$ cat config.mk
export PLATFORM = sky130hd
export DESIGN_NAME = esm_issue_arbiter
export DESIGN_NICKNAME = d
export VERILOG_FILES = /design/src/rtl/esm_pkg.sv /design/src/rtl/rr_arbiter.sv /design/src/rtl/esm_issue_arbiter.sv
export SDC_FILE = /design/constraint.sdc
export NUM_CORES = 1
export LEC_CHECK = 0
export ABC_CLOCK_PERIOD_IN_PS = 4750
export BUFFER_PORTS_ARGS = -buffer_cell sky130_fd_sc_hd__buf_2
export CAP_MARGIN = 15
export CELL_PAD_IN_SITES_DETAIL_PLACEMENT = 0
export CELL_PAD_IN_SITES_GLOBAL_PLACEMENT = 1
export CORE_MARGIN = 2
export CORE_UTILIZATION = 34
export CTS_CLUSTER_SIZE = 24
export DETAILED_ROUTE_END_ITERATION = 10
export GPL_ROUTABILITY_DRIVEN = 0
export GPL_TIMING_DRIVEN = 0
export PLACE_DENSITY_LB_ADDON = 0.1
export SETUP_SLACK_MARGIN = 0.1
export SYNTH_ARGS = -nofsm -noshare
export SYNTH_HDL_FRONTEND = slang
export SYNTH_SLANG_ARGS = --single-unit
$ cat constraint.sdc
create_clock -name clk -period 4.75 [get_ports clk]
set_clock_uncertainty 0.2 [all_clocks]
set_input_delay 1.425 -clock clk [delete_from_list [all_inputs] [get_ports clk]]
set_output_delay 1.425 -clock clk [all_outputs]
set_load 0.05 [all_outputs]
$ cat src/rtl/esm_pkg.sv
// Shared types and helpers for the ESM issue arbiter.
package esm_pkg;

  localparam int unsigned INSTR_W_DEF = 16;

  typedef enum logic [1:0] {
    ST_IDLE  = 2'd0,
    ST_ISSUE = 2'd1,
    ST_STALL = 2'd2
  } state_t;

  // Ceiling log2; clog2(1) = 0.
  function automatic int unsigned clog2(input int unsigned v);
    int unsigned r;
    r = 0;
    for (int unsigned i = 0; i < 32; i++) begin
      if ((64'd1 << i) < 64'(v)) r = i + 1;
    end
    return r;
  endfunction

endpackage

$ cat src/rtl/rr_arbiter.sv
// Combinational round-robin picker: first set request after last_grant, wrapping.
module rr_arbiter
  import esm_pkg::*;
#(
  parameter  int unsigned N  = 4,
  localparam int unsigned IW = clog2(N)
) (
  input  logic [N-1:0]  req,
  input  logic [IW-1:0] last_grant,
  input  logic          en,
  output logic [N-1:0]  grant,
  output logic [IW-1:0] grant_idx
);

  logic          found;
  logic [IW-1:0] cand;

  always_comb begin
    grant     = '0;
    grant_idx = '0;
    found     = 1'b0;
    cand      = '0;
    for (int unsigned k = 1; k <= N; k++) begin
      cand = IW'((32'(last_grant) + k) % N);
      if (en && !found && req[cand]) begin
        found       = 1'b1;
        grant[cand] = 1'b1;
        grant_idx   = cand;
      end
    end
  end

endmodule

$ cat src/rtl/esm_issue_arbiter.sv
// Round-robin issue arbiter in front of ESM with credit-based flow control.
module esm_issue_arbiter
  import esm_pkg::*;
#(
  parameter  int unsigned INSTR_W   = INSTR_W_DEF,
  parameter  int unsigned N_REQ     = 4,
  parameter  int unsigned ESM_DEPTH = 16,
  localparam int unsigned CW        = clog2(ESM_DEPTH + 1),
  localparam int unsigned IW        = clog2(N_REQ)
) (
  input  logic                     clk,
  input  logic                     rst,
  input  logic [N_REQ-1:0]         req_valid,
  input  logic [N_REQ*INSTR_W-1:0] req_instr,
  output logic [N_REQ-1:0]         req_ready,
  output logic [INSTR_W-1:0]       esm_instr,
  output logic                     esm_valid,
  input  logic                     esm_retire,
  output logic [CW-1:0]            credits,
  output logic [1:0]               state,
  output logic                     overflow_err
);

  logic [IW-1:0]      last_grant;
  logic [IW-1:0]      grant_idx;
  logic [N_REQ-1:0]   grant;
  logic [INSTR_W-1:0] sel_word;
  logic               has_credit;
  logic               full;
  logic               issue;
  state_t             st;
  state_t             st_nxt;

  assign has_credit = (credits != '0);
  assign full       = (credits == CW'(ESM_DEPTH));
  assign issue      = |grant;
  assign req_ready  = grant;
  assign state      = st;

  rr_arbiter #(.N(N_REQ)) u_rr (
    .req        (req_valid),
    .last_grant (last_grant),
    .en         (has_credit),
    .grant      (grant),
    .grant_idx  (grant_idx)
  );

  // Word of the granted requester (grant is one-hot).
  always_comb begin
    sel_word = '0;
    for (int unsigned i = 0; i < N_REQ; i++) begin
      if (grant[i]) sel_word = req_instr[i*INSTR_W +: INSTR_W];
    end
  end

  always_comb begin
    st_nxt = ST_IDLE;
    if (|req_valid) st_nxt = has_credit ? ST_ISSUE : ST_STALL;
  end

  always_ff @(posedge clk or negedge rst) begin
    if (!rst) begin
      st           <= ST_IDLE;
      last_grant   <= IW'(N_REQ - 1);
      esm_instr    <= '0;
      esm_valid    <= 1'b0;
      credits      <= CW'(ESM_DEPTH);
      overflow_err <= 1'b0;
    end else begin
      st        <= st_nxt;
      esm_valid <= issue;
      if (issue) begin
        last_grant <= grant_idx;
        esm_instr  <= sel_word;
      end
      // Issue and retire in the same cycle cancel out.
      case ({issue, esm_retire})
        2'b10:   credits <= credits - CW'(1);
        2'b01: begin
          if (full) overflow_err <= 1'b1;
          else      credits      <= credits + CW'(1);
        end
        default: ;
      endcase
    end
  end

endmodule

* After elaboration in Yosys (flattened, before gate mapping)
Cells that the tools add are included.
** Cells by class
- Reduce and logical (&&, ||, !) cells :: 20
- Equal/unequal tests :: 4
- $add $sub $neg :: 6
- Bitwise operators :: 3
- Order comparisons :: 8
- Multiplexer cells :: 35
** Operators by type and width (number)
- $mux 16 :: 4
- $mux 4 :: 4
- $lt 2x3->1 const B :: 4
- $mux 2 :: 6
- $or 4x4->4 :: 3
- $logic_and 1x1->1 :: 11
- $mux 1 :: 11
- $pmux 5 s2 :: 1
- $bmux 1 s2 :: 4
- $demux 1 s2 :: 4
- $ge 2x1->1 const B :: 4
- $reduce_or 4->1 :: 2
- $add 5x1->5 const B :: 1
- $eq 5x5->1 const B :: 1
- $mux 5 :: 1
- $reduce_bool 5->1 :: 1
- $sub 5x1->5 const B :: 1
- $add 2x1->2 const B :: 2
- $add 2x2->2 const B :: 2
- $reduce_and 2->1 :: 2
- $logic_not 1->1 :: 3
- $eq 2x1->1 const B :: 1
- $eq 2x2->1 const B :: 1
- $ne 2x2->1 const B :: 1
- $reduce_bool 2->1 :: 1
** Word-level totals
- Bits in registers :: 27
- Output and inout bits :: 29
- Bits of input ports :: 71
- Word-level logic and storage cells :: 82

* Logic depth before layout (Yosys ltp)
- Depth after elaboration :: 21
- Mapped depth :: 18
- Gate-level depth less buffers :: 15

* Cells and area by module
Synthesis repeated with hierarchy kept, for this count alone.
** Unflattened totals
- Cell total of the unflattened synthesis :: 204
- Area, all modules :: 2023.2 um2
** By module, submodules not included
- esm_issue_arbiter :: times used 1, area an instance 1576.5 um2, cells each 156
- rr_arbiter :: times used 1, area an instance 446.7 um2, cells each 48

* Least setup slack after synthesis
OpenSTA, ideal clock, no wires.
- Path kind :: input -> output
- Start point :: in req_valid[1]
- End point :: out req_ready[3]
- Data required time :: 3.125 ns
- Data arrival time :: 3.266 ns
- Path buffers :: 1
- Stages on the path :: 6
- Setup slack :: -0.141 ns
- Cell sequence :: mux4_2 > a211o_1 > a21oi_1 > nor2_2 > inv_2 > clkbuf_1
** Between the ends
- Cells in the longest elaborated chain, start to end :: 16
- Elaborated cells between the ends (all ways) :: 28
- Classes of those cells :: mux: 15; bitwise: 3; reduce/logical: 10
** RTL lines
- start: declaration :: line esm_issue_arbiter.sv:13 : input logic [N_REQ-1:0] req_valid,
- $bmux 1 s2 :: line rr_arbiter.sv:25 : if (en && !found && req[cand]) begin
- $mux 1 (implied by the code) :: line rr_arbiter.sv:25
- $logic_and 1x1->1 :: line rr_arbiter.sv:25
- $mux 1 :: line rr_arbiter.sv:25
- $logic_not 1->1 :: line rr_arbiter.sv:25
- $logic_and 1x1->1 (2 in a row) :: line rr_arbiter.sv:25
- $mux 1 :: line rr_arbiter.sv:25
- $logic_not 1->1 :: line rr_arbiter.sv:25
- $logic_and 1x1->1 (2 in a row) :: line rr_arbiter.sv:25
- $mux 1 :: line rr_arbiter.sv:25
- $logic_not 1->1 :: line rr_arbiter.sv:25
- $logic_and 1x1->1 (2 in a row) :: line rr_arbiter.sv:25
- $mux 4 * :: line rr_arbiter.sv:25
- end: declaration :: line esm_issue_arbiter.sv:15 : output logic [N_REQ-1:0] req_ready,
Mark *: on every way between the ends. The rest lies on a longest branch, timed or not. The select of a mux whose other input is x is not followed.

* Worst setup path in the final report
- Start point :: in req_valid[2]
- End point :: out req_ready[3]
The elaborated chain is that of the path after synthesis.

==> impl_metrics.env <==
export IMPL_post_dp_hpwl_um=4860
export IMPL_ys_flop_type="dfrtp_1"
export IMPL_synthTopCellsByArea="dfrtp_1, a221o_1, o211ai_1"
export IMPL_ff2ff_path_depth=18
export IMPL_crit_end="req_ready[3]"
export IMPL_fill_cells=633
export IMPL_whs_ps=288
export IMPL_r2r_end="credits[4]"
export IMPL_yosysMostFrequentCell="nand2_1"
export IMPL_fp_dieArea_um2=6890
export IMPL_netlist_area_leader_share_pct=28.3
export IMPL_drive_gt1_share_pct=49.6
export IMPL_avgSynthCellArea_um2=9.73
export IMPL_synth_common_cells="nand2_1, dfrtp_1, o211ai_1"
export IMPL_syn_num_nets=300
export IMPL_grt_usage_pct=18.8
export IMPL_hold_class="flop to flop"
export IMPL_drc_errors=0
export IMPL_port_buffers=98
export IMPL_area_growth_pct=43.3
export IMPL_cts_buffer_depth=2
export IMPL_ys_ff_latch=27
export IMPL_cts_sinks=27
export IMPL_yosys_warnings=0
export IMPL_ant_nets=0
export IMPL_drt_pass1_iter_count=4
export IMPL_post_route_period_util_pct=97.9
export IMPL_worst_pin_slew_ps=649
export IMPL_drv_cap=0
export IMPL_synthDistinctLibCells=45
export IMPL_clk_pin_slew_ps=100
export IMPL_antenna_found_initial=0
export IMPL_cp_start_kind="primary input"
export IMPL_die_w_um=83.0
export IMPL_setup_viol=0
export IMPL_vias=2173
export IMPL_cts_tree="built"
export IMPL_nNetsFinal=424
export IMPL_synth_top_area_cell="dfrtp_1"
export IMPL_slew_headroom_pct=56.7
export IMPL_min_period_ps=4650
export IMPL_post_route_util_pct=50.7
export IMPL_design_area_um2=3040
export IMPL_worstPathMaxFanout=10
export IMPL_cts_inserted_buffers=3
export IMPL_dp_cells=391
export IMPL_clk_latency_ps=270
export IMPL_pin_count=100
export IMPL_initial_core_util_pct=35.4
export IMPL_grt_max_degree=28
export IMPL_critical_path_class="primary input to output port"
export IMPL_arrival_ps=3030
export IMPL_cts_root_buf="clkbuf_8"
export IMPL_avgViaCountPerCell=5.22
export IMPL_wl_per_cell_um=15.8
export IMPL_max_freq_ghz=0.215
export IMPL_die_y_um=83.0
export IMPL_first_iter_violations=75
export IMPL_placementRows=28
export IMPL_final_cells=416
export IMPL_syn_inst=218
export IMPL_synth_edf_count=0
export IMPL_fp_coreArea_um2=5990
export IMPL_startpoint="req_valid[2]"
export IMPL_rsz0062_at_grt="yes"
export IMPL_grt_pass1_wl_um=10600
export IMPL_cp_end_kind="output port"
export IMPL_critical_path_required_ps=3120
export IMPL_drt_wl_total_um=6590
export IMPL_synthArstFlopShare_pct=100
export IMPL_final_hold_viol_count=0
export IMPL_grt_pass1_vias=2112
export IMPL_status="finished, final reports clean"
export IMPL_ys_seq_area_share_pct=32.0
export IMPL_r2r_slack_ps=560
export IMPL_synth_area_um2=2120
export IMPL_h_tree_depth=1
export IMPL_final_max_slew_viol_count=0
export IMPL_placed_cell_area_um2=2710
export IMPL_antenna_cells=0
export IMPL_grt_overflow=0
export IMPL_rr_startpoint="last_grant[0]"
[layout by cell type, fill, tap and decap left out, types with 7 or more instances in the layout]
| cell | n |
|---|---|
| buf_8 | 7 |
| buf_2 | 91 |
| nor2_1 | 15 |
| buf_4 | 23 |
| buf_6 | 10 |
| a221o_1 | 16 |
| nand2_1 | 25 |
| o211ai_1 | 17 |
| a31oi_1 | 12 |
| dfrtp_1 | 24 |
| ha_1 | 10 |
| nand3b_1 | 8 |
| a21o_1 | 7 |
[how the worst min path moves through the flow]
stage	start	end	slack, ps	cells after the start
floorplan	credits[4]	credits[4]	440	1
global placement	overflow_err	overflow_err	250	1
detailed placement	overflow_err	overflow_err	270	1
CTS	overflow_err	overflow_err	290	1
global route	overflow_err	overflow_err	300	1
finish	overflow_err	overflow_err	290	1
[flip-flops by register name, indices dropped and copies added (netlist names)]
| register | flops |
|---|---|
| overflow_err | 1 |
| esm_instr | 16 |
| last_grant | 2 |
| esm_valid | 1 |
| state | 2 |
| credits | 5 |
[kinds of logic after synthesis]
| logic type | synth area share [%] |
|---|---|
| flops | 32.0 |
| compound gates | 27.6 |
| xor+xnor | 1.65 |
| mux | 7.73 |
| simple gates | 16.8 |
| fa+ha+maj | 6.84 |
| buf+inv | 7.37 |
[what timing repair did]
| item | CTS | global route |
|---|---|---|
| endpoints found under the setup margin | 5 | 4 |
| buffers inserted | 15 | 7 |
| gates resized for setup | 32 | 3 |
| hold buffers | 0 | 0 |
| pin swaps | 4 | 3 |
[routing by layer]
layer	up-vias	wire length, um	GRT usage [%]
met5	-	0	0
met4	0	78	2.98
met3	6	304	3.78
met2	61	3350	33.9
met1	1034	2860	23.5
li1	1072	-	-
[layout make-up]
cell class | count | area [um2] | share of cell area, %
Buffer | 15 | 148 | 4.86
Clock inverter | 1 | 5.00 | 0.165
Sequential cell | 27 | 679 | 22.4
Inverter | 7 | 36.3 | 1.19
Tap cell | 75 | 93.8 | 3.09
Timing Repair Buffer | 120 | 714 | 23.5
Multi-Input combinational cell | 168 | 1320 | 43.5
Clock buffer | 3 | 41.3 | 1.36
[worst max-delay path, stage by stage]
cell	delay [ps]
buf_8	100
mux4_2	520
a211o_4	370
a21oi_2	160
nor2_4	70
inv_4	80
buf_8	140
buf_8	150
[stage by stage]
| step | TNS (ps) | setup WS, ps |
|---|---|---|
| 2_1_floorplan | 0 | 119 |
| 3_3_place_gp | -1420 | -403 |
| 3_5_place_dp | -1490 | -411 |
| 4_1_cts | 0 | 19.5 |
| 5_1_grt | 0 | 44.6 |
| 6_report | 0 | 99.0 |
Power is left out: the tool's default activity adds up to more than one toggle a clock period on the data nets, which glitch-free logic cannot reach.
